==> src/rtl/apb_cmd_arbiter.sv <==
// Round-robin arbiter sharing one APB master command port between N_REQ requesters.
// Latches the winner's command, holds it until completion or watchdog abort, returns status.
module apb_cmd_arbiter #(
  parameter int N_REQ   = 2,
  parameter int TIMEOUT = 16
) (
  input  logic               PCLK,
  input  logic               PRESETn,
  input  logic [N_REQ-1:0]   req_valid,
  input  logic [N_REQ-1:0]   req_write,
  input  logic [N_REQ*32-1:0] req_addr,
  input  logic [N_REQ*32-1:0] req_wdata,
  output logic [N_REQ-1:0]   req_grant,
  output logic [N_REQ-1:0]   req_done,
  output logic [31:0]        req_rdata,
  output logic               req_slverr,
  output logic               TRANSFER,
  output logic               write,
  output logic               read,
  output logic [31:0]        apb_write_address,
  output logic [31:0]        apb_read_address,
  output logic [31:0]        apb_write_data,
  input  logic               PENABLE,
  input  logic               pready1,
  input  logic               PSLVERR,
  input  logic [31:0]        apb_read_out
);
  localparam int IW = $clog2(N_REQ);

  typedef enum logic [1:0] {IDLE, BUSY, DONE} state_t;

  state_t                     state_q, state_d;
  logic [IW-1:0]              last_q, last_d, win_q, win_d;
  logic [31:0]                wdog_q, wdog_d;
  logic [N_REQ-1:0][31:0]     addr_v, wdata_v;
  logic                       sel_found;
  logic [IW-1:0]              sel_idx;

  logic                       transfer_d, write_d, read_d, slverr_d;
  logic [31:0]                waddr_d, raddr_d, wdata_d, rdata_d;
  logic [N_REQ-1:0]           grant_d, done_d;

  for (genvar g = 0; g < N_REQ; g++) begin : g_unpack
    assign addr_v[g]  = req_addr[32*g +: 32];
    assign wdata_v[g] = req_wdata[32*g +: 32];
  end

  // Search starts one past the last winner so every requester gets a turn.
  always_comb begin
    sel_found = 1'b0;
    sel_idx   = '0;
    for (int i = 1; i <= N_REQ; i++) begin
      if (!sel_found && req_valid[(int'(last_q) + i) % N_REQ]) begin
        sel_found = 1'b1;
        sel_idx   = IW'((int'(last_q) + i) % N_REQ);
      end
    end
  end

  always_comb begin
    state_d    = state_q;
    last_d     = last_q;
    win_d      = win_q;
    wdog_d     = wdog_q;
    transfer_d = TRANSFER;
    write_d    = write;
    read_d     = read;
    waddr_d    = apb_write_address;
    raddr_d    = apb_read_address;
    wdata_d    = apb_write_data;
    grant_d    = req_grant;
    done_d     = '0;
    rdata_d    = req_rdata;
    slverr_d   = req_slverr;
    case (state_q)
      IDLE: if (sel_found) begin
        state_d          = BUSY;
        win_d            = sel_idx;
        wdog_d           = '0;
        transfer_d       = 1'b1;
        write_d          = req_write[sel_idx];
        read_d           = !req_write[sel_idx];
        waddr_d          = addr_v[sel_idx];
        raddr_d          = addr_v[sel_idx];
        wdata_d          = req_write[sel_idx] ? wdata_v[sel_idx] : 32'h0;
        grant_d          = '0;
        grant_d[sel_idx] = 1'b1;
      end
      BUSY: begin
        // Completion is checked first so it wins over a same-cycle timeout.
        if (PENABLE && pready1) begin
          state_d    = DONE;
          transfer_d = 1'b0;
          write_d    = 1'b0;
          read_d     = 1'b0;
          done_d     = req_grant;
          rdata_d    = write ? 32'h0 : apb_read_out;
          slverr_d   = PSLVERR;
        end else if (TIMEOUT != 0 && (wdog_q + 32'd1) == 32'(TIMEOUT)) begin
          state_d    = DONE;
          transfer_d = 1'b0;
          write_d    = 1'b0;
          read_d     = 1'b0;
          done_d     = req_grant;
          rdata_d    = 32'h0;
          slverr_d   = 1'b1;
        end else begin
          wdog_d = wdog_q + 32'd1;
        end
      end
      DONE: begin
        state_d = IDLE;
        grant_d = '0;
        last_d  = win_q;
      end
      default: state_d = IDLE;
    endcase
  end

  always_ff @(posedge PCLK or negedge PRESETn) begin
    if (!PRESETn) begin
      state_q           <= IDLE;
      last_q            <= IW'(N_REQ - 1);
      win_q             <= '0;
      wdog_q            <= '0;
      TRANSFER          <= 1'b0;
      write             <= 1'b0;
      read              <= 1'b0;
      apb_write_address <= '0;
      apb_read_address  <= '0;
      apb_write_data    <= '0;
      req_grant         <= '0;
      req_done          <= '0;
      req_rdata         <= '0;
      req_slverr        <= 1'b0;
    end else begin
      state_q           <= state_d;
      last_q            <= last_d;
      win_q             <= win_d;
      wdog_q            <= wdog_d;
      TRANSFER          <= transfer_d;
      write             <= write_d;
      read              <= read_d;
      apb_write_address <= waddr_d;
      apb_read_address  <= raddr_d;
      apb_write_data    <= wdata_d;
      req_grant         <= grant_d;
      req_done          <= done_d;
      req_rdata         <= rdata_d;
      req_slverr        <= slverr_d;
    end
  end
endmodule

==> config.mk <==
export PLATFORM = sky130hd
export DESIGN_NAME = apb_cmd_arbiter
export DESIGN_NICKNAME = d
export VERILOG_FILES = /design/src/rtl/apb_cmd_arbiter.sv
export SDC_FILE = /design/constraint.sdc
export NUM_CORES = 1
export LEC_CHECK = 0
export CAP_MARGIN = 10
export CORE_MARGIN = 1.5
export CORE_UTILIZATION = 25
export CTS_CLUSTER_DIAMETER = 100
export CTS_CLUSTER_SIZE = 16
export DETAILED_ROUTE_END_ITERATION = 8
export PLACE_DENSITY_LB_ADDON = 0.08
export SYNTH_ARGS = -nofsm -noshare
export SYNTH_HDL_FRONTEND = slang
export SYNTH_SLANG_ARGS = --single-unit
==> constraint.sdc <==
create_clock -name PCLK -period 4.5 [get_ports PCLK]
set_input_delay 0.9 -clock PCLK [delete_from_list [all_inputs] [get_ports PCLK]]
set_output_delay 0.9 -clock PCLK [all_outputs]
set_load 0.01 [all_outputs]
Yosys cells after proc, flatten, opt, wreduce, memory -nomap -nowiden

Index checks and enable logic that the tools add are counted.

Output and inout bits: 136
Input bits: 169
Logic and storage cells: 89
Flip-flop bits (word level): 140

Add/sub/neg operators: 3
Bitwise logic cells: 2
Reduce and logical (&&, ||, !) cells: 15
Eq/ne operators: 7
Multiplexer cells: 45
Order comparisons: 4

Operators by type and width:

| kind                  | count |
|---|---|
| $mux 32               | 11 |
| $pmux 32 s2           | 1 |
| $add 32x1->32 const B | 1 |
| $eq 32x5->1 const B   | 1 |
| $mux 1                | 20 |
| $mux 2                | 7 |
| $pmux 2 s2            | 2 |
| $reduce_and 2->1      | 4 |
| $lt 2x3->1 const B    | 2 |
| $ne 2x2->1 const B    | 3 |
| $pmux 1 s2            | 3 |
| $reduce_bool 2->1     | 3 |
| $reduce_and 4->1      | 1 |
| $logic_and 1x1->1     | 3 |
| $ne 3x3->1 const B    | 1 |
| $reduce_and 3->1      | 1 |
| $add 1x1->1 const B   | 2 |
| $and 1x1->1 const A   | 2 |
| $eq 2x1->1 const B    | 1 |
| $eq 2x2->1 const B    | 1 |
| $logic_not 1->1       | 2 |
| $logic_not 2->1       | 1 |
| $lt 1x2->1 const B    | 1 |
| $demux 1 s1           | 1 |
| $ge 1x1->1 const B    | 1 |

Logic depth before layout (Yosys ltp)

Gate-level depths: netlist of the first run.

Depth after elaboration: 15
Mapped depth: 12
Depth with buffers taken out: 10

Worst setup path before layout of the first run

OpenSTA, ideal clock, no wires.

Kind: register to register
Start point: register wdog_q[0]
End point: register wdog_q[24]
Stages on the path, launching flop included: 11
Path buffers: 1
Data arrival time: 3.136 ns
Setup slack: 1.238 ns
Library setup time: 0.126 ns
Required time: 4.374 ns
Period minus slack after synthesis: 3.262 ns
Path through: dfrtp_1 > ha_1 > nand4_1 > or2_2 > clkbuf_1 > a221oi_1 > nand4b_1 > or4_1 > or4_1 > and3_1 > a221o_1

Word-level cells in the longest chain between the ends: 4
Elaborated cells on any way between the ends: 7
Those cells by class: 1 x add/sub; 2 x eq/ne; 3 x mux; 1 x reduce/logical

Ends and longest elaborated chain:

| element                                                          | RTL line | source |
|---|---|---|
| start, declared                                                  | 34       | `logic [31:0] wdog_q, wdog_d;` |
| start signal, assigned                                           | 140      | `wdog_q <= wdog_d;` |
| $add 32x1->32 *                                                  | 99, 108  |  |
| $eq 32x5->1 / $mux 32 (equally long branches)                    | 99       | `end else if (TIMEOUT != 0 && (wdog_q + 32'd1) == 32'(TIMEOUT)) begin` |
| $ne 2x2->1 (no line) / $mux 32 (equally long branches)           | n/a      |  |
| $reduce_and 4->1 (no line) / $pmux 32 s2 (equally long branches) | n/a      |  |

Mark *: on every way between the ends. The rest lies on a longest branch, timed or not. The select of a mux whose other input is x is not followed.
A chain may end at the register's enable or synchronous reset.

Worst setup path after layout of the first run

Start point: register wdog_q[10]
End point: register req_slverr

Word-level cells in the longest chain between the ends: 4

Ends and longest elaborated chain:

| element                     | RTL line | source |
|---|---|---|
| $add 32x1->32               | 99       |  |
| $eq 32x5->1                 | 99       |  |
| $reduce_bool 2->1 (no line) | n/a      |  |
| $reduce_and 2->1 (no line)  | n/a      |  |
| end signal, assigned        | 150      | `req_slverr <= slverr_d;` |
| end, declared               | 16       | `output logic req_slverr,` |

Every way passes these cells.

==> impl_metrics.toml, run 1 <==
[final_layout]
nNetsFinal = 1152
layout.cells.non_filler = 1379
fillers = 2821
layout-drive-gt1-share = 0.0654
stdcell_area_sq_um = 11000
syn2layout_area_growth_pct = 52.2

[routing]
top_layer = "met4"
antenna_left = 0
routed-wl-met2_microns = 12300
dr.pass1.iters = 5
drt_iter0_markers = 305
avgViaCountPerCell = 4.70
wl_met3_microns = 1610
vias = 6483
wl_microns = 25300
remaining_drc_errors = 0
wirelength_met1_microns = 11100
wl_per_cell_microns = 18.4

[floorplanning]
num_io_pins = 305
placementRows = 62
die_h_microns = 173
start_util = 0.254
die_w_microns = 173
dieArea_sq_um = 30100
core-area_sq_um = 28600

[power]
power.total_mw = 6.72
power.leakage_nw = 4.76
cellPowerDensity_nw_per_um2 = 608
peakVddDrop_mv = 0.252

[clock_network]
clk_pin_slew_worst_paths_ns = 0.07
clk_latency_ns = 0.44
postCtsSetupBuffers = 0
cts_hold_buf = 0
cts_tree = "done"
clk_path_buf_depth = 2
ctsResizeCount = 0
h-tree-depth = 4
numCtsBuffers = 17
cts_root_buffer = "clkbuf_16"
numClockSinks = 140

[place]
place.gp.congestion = 0.828
place_area_sq_um = 10400
hpwl_microns = 18500
dp_cells = 1346
portBuffers = 304

[min_path]
hold_path.class = "reg2reg"

[critical_path]
criticalPathCategory = "reg2reg"
cp-start-kind = "flip-flop"
critPathTopFamily = "simple AND/OR/NAND/NOR gates"
cpMostUsedCell = "nand4_1"
crit_buf_inv = 1
crit_chain = "nand4_1 > or4_1 > nor4_1 > nor3_1 > nand4_1 > nor4_4 > o21ai_4 > inv_1 > o32a_1"
slowest_delay_ns = 0.72
required_ns = 4.82
slowest_stage = "o21ai_4"
path_max_fanout = 35
cp-end-kind = "flip-flop"
cp.arrival_ns = 4.07

[logic_synthesis]
syn_inst = 729
yosysMostFrequentCell = "dfrtp_1"
yosysTopAreaCellShare = 0.479
synth_area_sq_um = 7260
synth_flop_cell = "dfrtp_1"
avgSynthCellArea_sq_um = 9.96
yosys.area.top_type = "dfrtp_1"
ys_top_cells_by_area = "dfrtp_1, mux2i_1, o21ai_0, nand2_1, a22o_1"
synthTopCellsByCount = "dfrtp_1, nand2_1, o21ai_0"
synth_edf_count = 0
ys_seq_area_frac = 0.483
synth.distinct_cells = 58
ys_ff_latch = 140
yosys_warnings = 0
synth_nets = 900
ys_async_sr_fraction = 1.00

[timing]
maxSlewHeadroom = 0.321
fin_hold_ws_ns = 0.479
slew_violations = 0
tightest_slew_ns = 1.02
finalSetupViolations = 0
fin_setup_tns_ns = 0
finalCriticalPeriod_ns = 3.76
max_freq_mhz = 266
rsz0062_at_grt = "false"
finalCritPeriodShare = 0.835
clock-skew-final_ns = 0.0185
hold_violations = 0

[global_routing]
grtUsageTotal = 0.172
grt_first_pass_wirelength_microns = 40200
grt_pass1_vias = 6564
antenna_found_initial = 1
gr-total-overflow = 0
grt_max_degree = 102

[run]
maxCapViolCount = 0

[run_status]
run_status = "finished, final reports clean"
[metal layers]
layer / vias up / GRT usage
met5: - / 0
met4: 0 / 0.0442
met3: 18 / 0.0432
met2: 259 / 0.290
met1: 3065 / 0.220
li1: 3141 / -
[kinds of logic after synthesis]
group / count (synthesis) / synth area share
flops: 140 / 0.483
simple gates: 231 / 0.160
compound gates: 180 / 0.171
xor+xnor: 11 / 0.0133
buf+inv: 95 / 0.0724
fa+ha+maj: 2 / 0.00345
mux: 70 / 0.0970
[through the flow]
step / utilization / worst slack (ns)
floorplan: - / 1.24
global placement: 0.365 / 0.774
detailed placement: 0.365 / 0.749
CTS: 0.386 / 0.711
global route: 0.386 / 0.404
finish: 0.386 / 0.743
[registers in the layout, summed over array words and instances, names as in the netlist, 2 cells and up]
register          cells
state_q               2
req_rdata            32
apb_write_data       32
apb_read_address     32
req_done              2
wdog_q               32
req_grant             2
[report_power, final]
group          internal, mW  total, mW  switching, mW
registers              1.80       2.24          0.443
clock network         0.758       1.44          0.686
logic                  1.62       3.03           1.41
[worst paths after layout]
kind                            start          to  slack, ns  depth (start not counted)
max in group asynchronous     PRESETn      last_q       2.95                          2
max reg2reg                wdog_q[10]  req_slverr       0.74                          9
min in group asynchronous     PRESETn   wdog_q[9]       0.55                          1
max                        wdog_q[10]  req_slverr       0.74                          9
min reg2reg                     win_q       win_q       0.48                          1
min                             win_q       win_q       0.48                          1
[layout by cell type, fill, tap and decap left out, drive strengths merged, types with 6 or more instances in the layout]
| master | instances |
|---|---|
| buf | 16 |
| a22o | 32 |
| clkdlybuf4s50 | 303 |
| a211o | 8 |
| or3 | 7 |
| dfrtp | 139 |
| nand3 | 29 |
| mux2i | 67 |
| nor3 | 6 |
| nor2 | 27 |
| and3 | 12 |
| o31ai | 13 |
| clkbuf | 17 |
| clkinv | 7 |
| nand4 | 16 |
| o21ai | 77 |
| or4 | 7 |
| xnor2 | 6 |
| a21o | 18 |
| inv | 17 |
| nor4 | 16 |
| nand2 | 93 |
[cell type report]
class | count | area (sq um) | share of cell area
flip-flops and latches | 140 | 3500 | 0.317
inverters | 9 | 33.8 | 0.00306
well taps | 384 | 480 | 0.0435
clock inverters | 15 | 184 | 0.0166
clock buffers | 17 | 425 | 0.0385
multi-input cells | 494 | 3260 | 0.295
diodes | 1 | 2.50 | 0.000227
repair buffers | 319 | 3160 | 0.286
[worst register-to-register path, cell delays in order, from the launching register on]
cell	delay (ns)
dfrtp_1	0.50
nand4_1	0.41
or4_1	0.69
nor4_1	0.42
nor3_1	0.11
nand4_1	0.20
nor4_4	0.09
o21ai_4	0.72
inv_1	0.28
o32a_1	0.23
No activity file was read; power rests on OpenSTA's default activity.
==> run 2, diff against run 1 <==
clock period = 3.7 ns   (was 4.5 ns; I/O delays follow)
==> impl_metrics.toml, run 2 (synthesis results as in run 1) <==
[global_routing]
gr-total-overflow = 0
grtUsageTotal = 0.172
grt_max_degree = 102
antenna_found_initial = 1
grt_first_pass_wirelength_microns = 40200
grt_pass1_vias = 6460

[routing]
antenna_left = 0
drt_iter0_markers = 438
wl_per_cell_microns = 18.5
avgViaCountPerCell = 4.73
vias = 6623
remaining_drc_errors = 0
dr.pass1.iters = 5
wl_microns = 25900

[floorplanning]
die_h_microns = 173
die_w_microns = 173
num_io_pins = 305
placementRows = 62
core-area_sq_um = 28600
dieArea_sq_um = 30100
start_util = 0.254

[place]
hpwl_microns = 18400
place.gp.congestion = 0.836
place_area_sq_um = 10600
portBuffers = 304
dp_cells = 1364

[run_status]
run_status = "finished, final reports clean"

[critical_path]
crit_start = "wdog_q[1]"
cp-start-kind = "flip-flop"
cp-endpoint = "req_rdata[12]"
required_ns = 4.02
reg2reg_depth = 10
rr_endpoint = "req_rdata[12]"
reg2reg_from = "wdog_q[1]"
criticalPathCategory = "reg2reg"
path_max_fanout = 17
cp-end-kind = "flip-flop"
cp.arrival_ns = 3.86
rrSetupSlack_ns = 0.17

[final_layout]
final_common_cell = "clkdlybuf4s50_1"
stdcell_area_sq_um = 11300
syn2layout_area_growth_pct = 55.0
layout.cells.non_filler = 1399
most-common-layout-cells = "clkdlybuf4s50_1, dfrtp_1, nand2_1"
layout-drive-gt1-share = 0.0878
fillers = 2811
nNetsFinal = 1172

[run]
maxCapViolCount = 0

[timing]
tightest_slew_ns = 0.995
finalCritPeriodShare = 0.955
max_freq_mhz = 283
finalCriticalPeriod_ns = 3.53
clock-skew-final_ns = 0.0201
slew_violations = 0
maxSlewHeadroom = 0.337
finalSetupViolations = 0
hold_violations = 0

[clock_network]
clk_pin_slew_worst_paths_ns = 0.08
cts_root_buffer = "clkbuf_16"
numCtsBuffers = 17
cts_tree = "done"
h-tree-depth = 4
clk_latency_ns = 0.44
numClockSinks = 140
clk_path_buf_depth = 2

[power]
power.leakage_nw = 4.88
cellPowerDensity_nw_per_um2 = 731
peakVddDrop_mv = 0.327

[min_path]
hold_path.class = "in2async"
run 2: repair_timing:
item	in CTS	in global routing
gates resized for setup	0	6
endpoints found under the setup margin	0	48
setup buffers	0	1
hold buffers	0	0
run 2: worst min path at each step:
stage | from | endpoint | slack [ns] | cells past startpoint
finish | PRESETn | wdog_q[9] | 0.23 | 1
global route | PRESETn | wdog_q[9] | 0.27 | 1
CTS | PRESETn | wdog_q[9] | 0.25 | 1
detailed placement | win_q | win_q | 0.47 | 1
global placement | win_q | win_q | 0.46 | 1
floorplan | PRESETn | TRANSFER | 0.44 | 0
run 2: cell type report:
class	instances	area, sq um	area share
flip-flops and latches	140	3500	0.311
repair buffers	338	3320	0.295
multi-input cells	495	3290	0.293
well taps	384	480	0.0427
clock buffers	17	425	0.0378
clock inverters	15	189	0.0168
inverters	9	33.8	0.00300
diodes	1	2.50	0.000222
run 2: metrics by stage:
step	TNS [ns]	power [mW]	hold WS (ns)	utilization	worst slack, ns
detailed placement	0	6.53	0.466	0.370	0.0829
global route	-0.0595	8.76	0.269	0.393	-0.0140
CTS	0	8.34	0.251	0.392	0.0577
finish	0	8.23	0.228	0.393	0.167
floorplan	0	4.53	0.444	-	0.438
global placement	0	6.54	0.461	0.370	0.0956
run 2: worst max-delay path, stage by stage (launching register included):
cell and delay (ns):
dfrtp_1 0.45, ha_2 0.30, nand4_1 0.25, or2_4 0.36, a221oi_2 0.30, nand4b_1 0.11
or4_1 0.60, nor4_4 0.35, buf_4 0.21, o21ai_4 0.17, a22o_1 0.32
run 2: power by group:
part | internal [mW] | leakage [nW] | total (mW) | switching [mW]
registers | 2.19 | 1.81 | 2.70 | 0.513
logic | 2.00 | 2.77 | 3.76 | 1.76
clock network | 0.919 | 0.298 | 1.77 | 0.846
run 2: per-layer routing:
metal | up-vias | global-route usage | part of all wire
met5 | - | 0 | 0
met3 | 25 | 0.0434 | 0.063
met4 | 0 | 0.0460 | 0.014
li1 | 3176 | - | -
met1 | 3178 | 0.219 | 0.43
met2 | 244 | 0.291 | 0.49
==> run 3, diff against run 2 <==
CORE_ASPECT_RATIO = 0.6   (was not set)
==> impl_metrics.toml, run 3 (synthesis results as in run 1) <==
[critical_path]
crit_start = "wdog_q[0]"
path_max_fanout = 8
criticalPathCategory = "reg2reg"
cp.arrival_ns = 3.79
cp-start-kind = "flip-flop"
crit_buf_inv = 2
cp-end-kind = "flip-flop"
cpMostUsedCell = "buf_4"
critPathTopFamily = "simple AND/OR/NAND/NOR gates"
reg2reg_from = "wdog_q[0]"
slowest_delay_ns = 0.53
slowest_stage = "or4_1"
crit_chain = "ha_1 > nand4_1 > or2_2 > buf_4 > nor4b_1 > buf_4 > xnor2_1 > nand3_1 > or4_1 > and3_1 > a221o_1"
required_ns = 4.02

[run_status]
run_status = "finished, final reports clean"

[run]
maxCapViolCount = 0

[global_routing]
grt_pass1_vias = 6386
grt_max_degree = 102
grtUsageTotal = 0.171
antenna_found_initial = 0
gr-total-overflow = 0
grt_first_pass_wirelength_microns = 39100

[place]
portBuffers = 304
hpwl_microns = 18800
place.gp.congestion = 0.874

[routing]
antenna_left = 0
avgViaCountPerCell = 4.68
vias = 6513
drt_iter0_markers = 568
dr.pass1.iters = 5
wl_per_cell_microns = 18.4
remaining_drc_errors = 0
wl_microns = 25600

[final_layout]
most-common-layout-cells = "clkdlybuf4s50_1, dfrtp_1, nand2_1"
nNetsFinal = 1174
layout-drive-gt1-share = 0.0846
multi_input_area_sq_um = 3260
syn2layout_area_growth_pct = 55.2
fillers = 2876
final_common_cell = "clkdlybuf4s50_1"
diodes = 0
ff_latch_area_sq_um = 3500

[timing]
finalSetupViolations = 0
max_freq_mhz = 288
tightest_slew_ns = 1.03
clock-skew-final_ns = 0.00832
fin_hold_ws_ns = 0.312
finalCriticalPeriod_ns = 3.47
fin_setup_tns_ns = 0
hold_violations = 0
rsz0062_at_grt = "false"
finalCritPeriodShare = 0.938
maxSlewHeadroom = 0.313
slew_violations = 0

[floorplanning]
start_util = 0.253
die_w_microns = 223
core-area_sq_um = 28600
dieArea_sq_um = 30100
placementRows = 48
die_h_microns = 135
num_io_pins = 305

[clock_network]
cts_hold_buf = 0
postCtsSetupBuffers = 0
ctsResizeCount = 0
numCtsBuffers = 17
clk_latency_ns = 0.44
h-tree-depth = 4
clk_pin_slew_worst_paths_ns = 0.06
cts_tree = "done"
cts_root_buffer = "clkbuf_16"
clk_path_buf_depth = 2
numClockSinks = 140

[power]
cellPowerDensity_nw_per_um2 = 741
power.leakage_nw = 4.90
peakVddDrop_mv = 0.387

[min_path]
hold_path.class = "in2async"
==> run 3: final timing paths <==
| kind | slack [ns] | endpoint | depth (start not counted) |
|---|---|---|---|
| max | 0.23 | wdog_q[24] | 11 |
| min | 0.31 | req_rdata[31] | 1 |
| max reg2reg | 0.23 | wdog_q[24] | 11 |
| min reg2reg | 0.48 | apb_write_data[26] | 2 |
| max in group asynchronous | 2.55 | apb_read_address[12] | 2 |
| min in group PCLK | 0.48 | apb_write_data[26] | 2 |
==> run 3: layout make-up <==
| class | count | share of cell area |
|---|---|---|
| Inverter | 9 | 0.00300 |
| Tap cell | 375 | 0.0417 |
| Clock inverter | 12 | 0.0150 |
| Timing Repair Buffer | 341 | 0.299 |
| Multi-Input combinational cell | 494 | 0.289 |
| Clock buffer | 20 | 0.0405 |
| Sequential cell | 140 | 0.311 |
==> run 3: layer usage <==
metal / vias to the layer above / wire (microns) / track usage
met5: - / 0 / 0
met3: 18 / 2400 / 0.0633
met2: 260 / 10600 / 0.234
met4: 0 / 294 / 0.0476
li1: 3172 / - / -
met1: 3063 / 12400 / 0.249
==> run 3: per-stage QoR <==
| stage | util | power [mW] | setup slack, ns | cells | cell area, sq um |
|---|---|---|---|---|---|
| 6_report | 0.393 | 8.35 | 0.231 | 1391 | 11300 |
| 5_1_grt | 0.393 | 8.91 | 0.0658 | 1391 | 11300 |
| 4_1_cts | 0.393 | 8.46 | 0.284 | 1391 | 11300 |
| 3_5_place_dp | 0.371 | 6.55 | 0.298 | 1359 | 10600 |
| 3_3_place_gp | 0.371 | 6.56 | 0.288 | 1359 | 10600 |
| 2_1_floorplan | - | 4.53 | 0.438 | 729 | 7260 |
==> run 3: report_power, final <==
group / internal (mW) / switching (mW)
clock: 1.16 / 0.699
combinational: 2.03 / 1.72
sequential: 2.19 / 0.549
total: 5.38 / 2.97
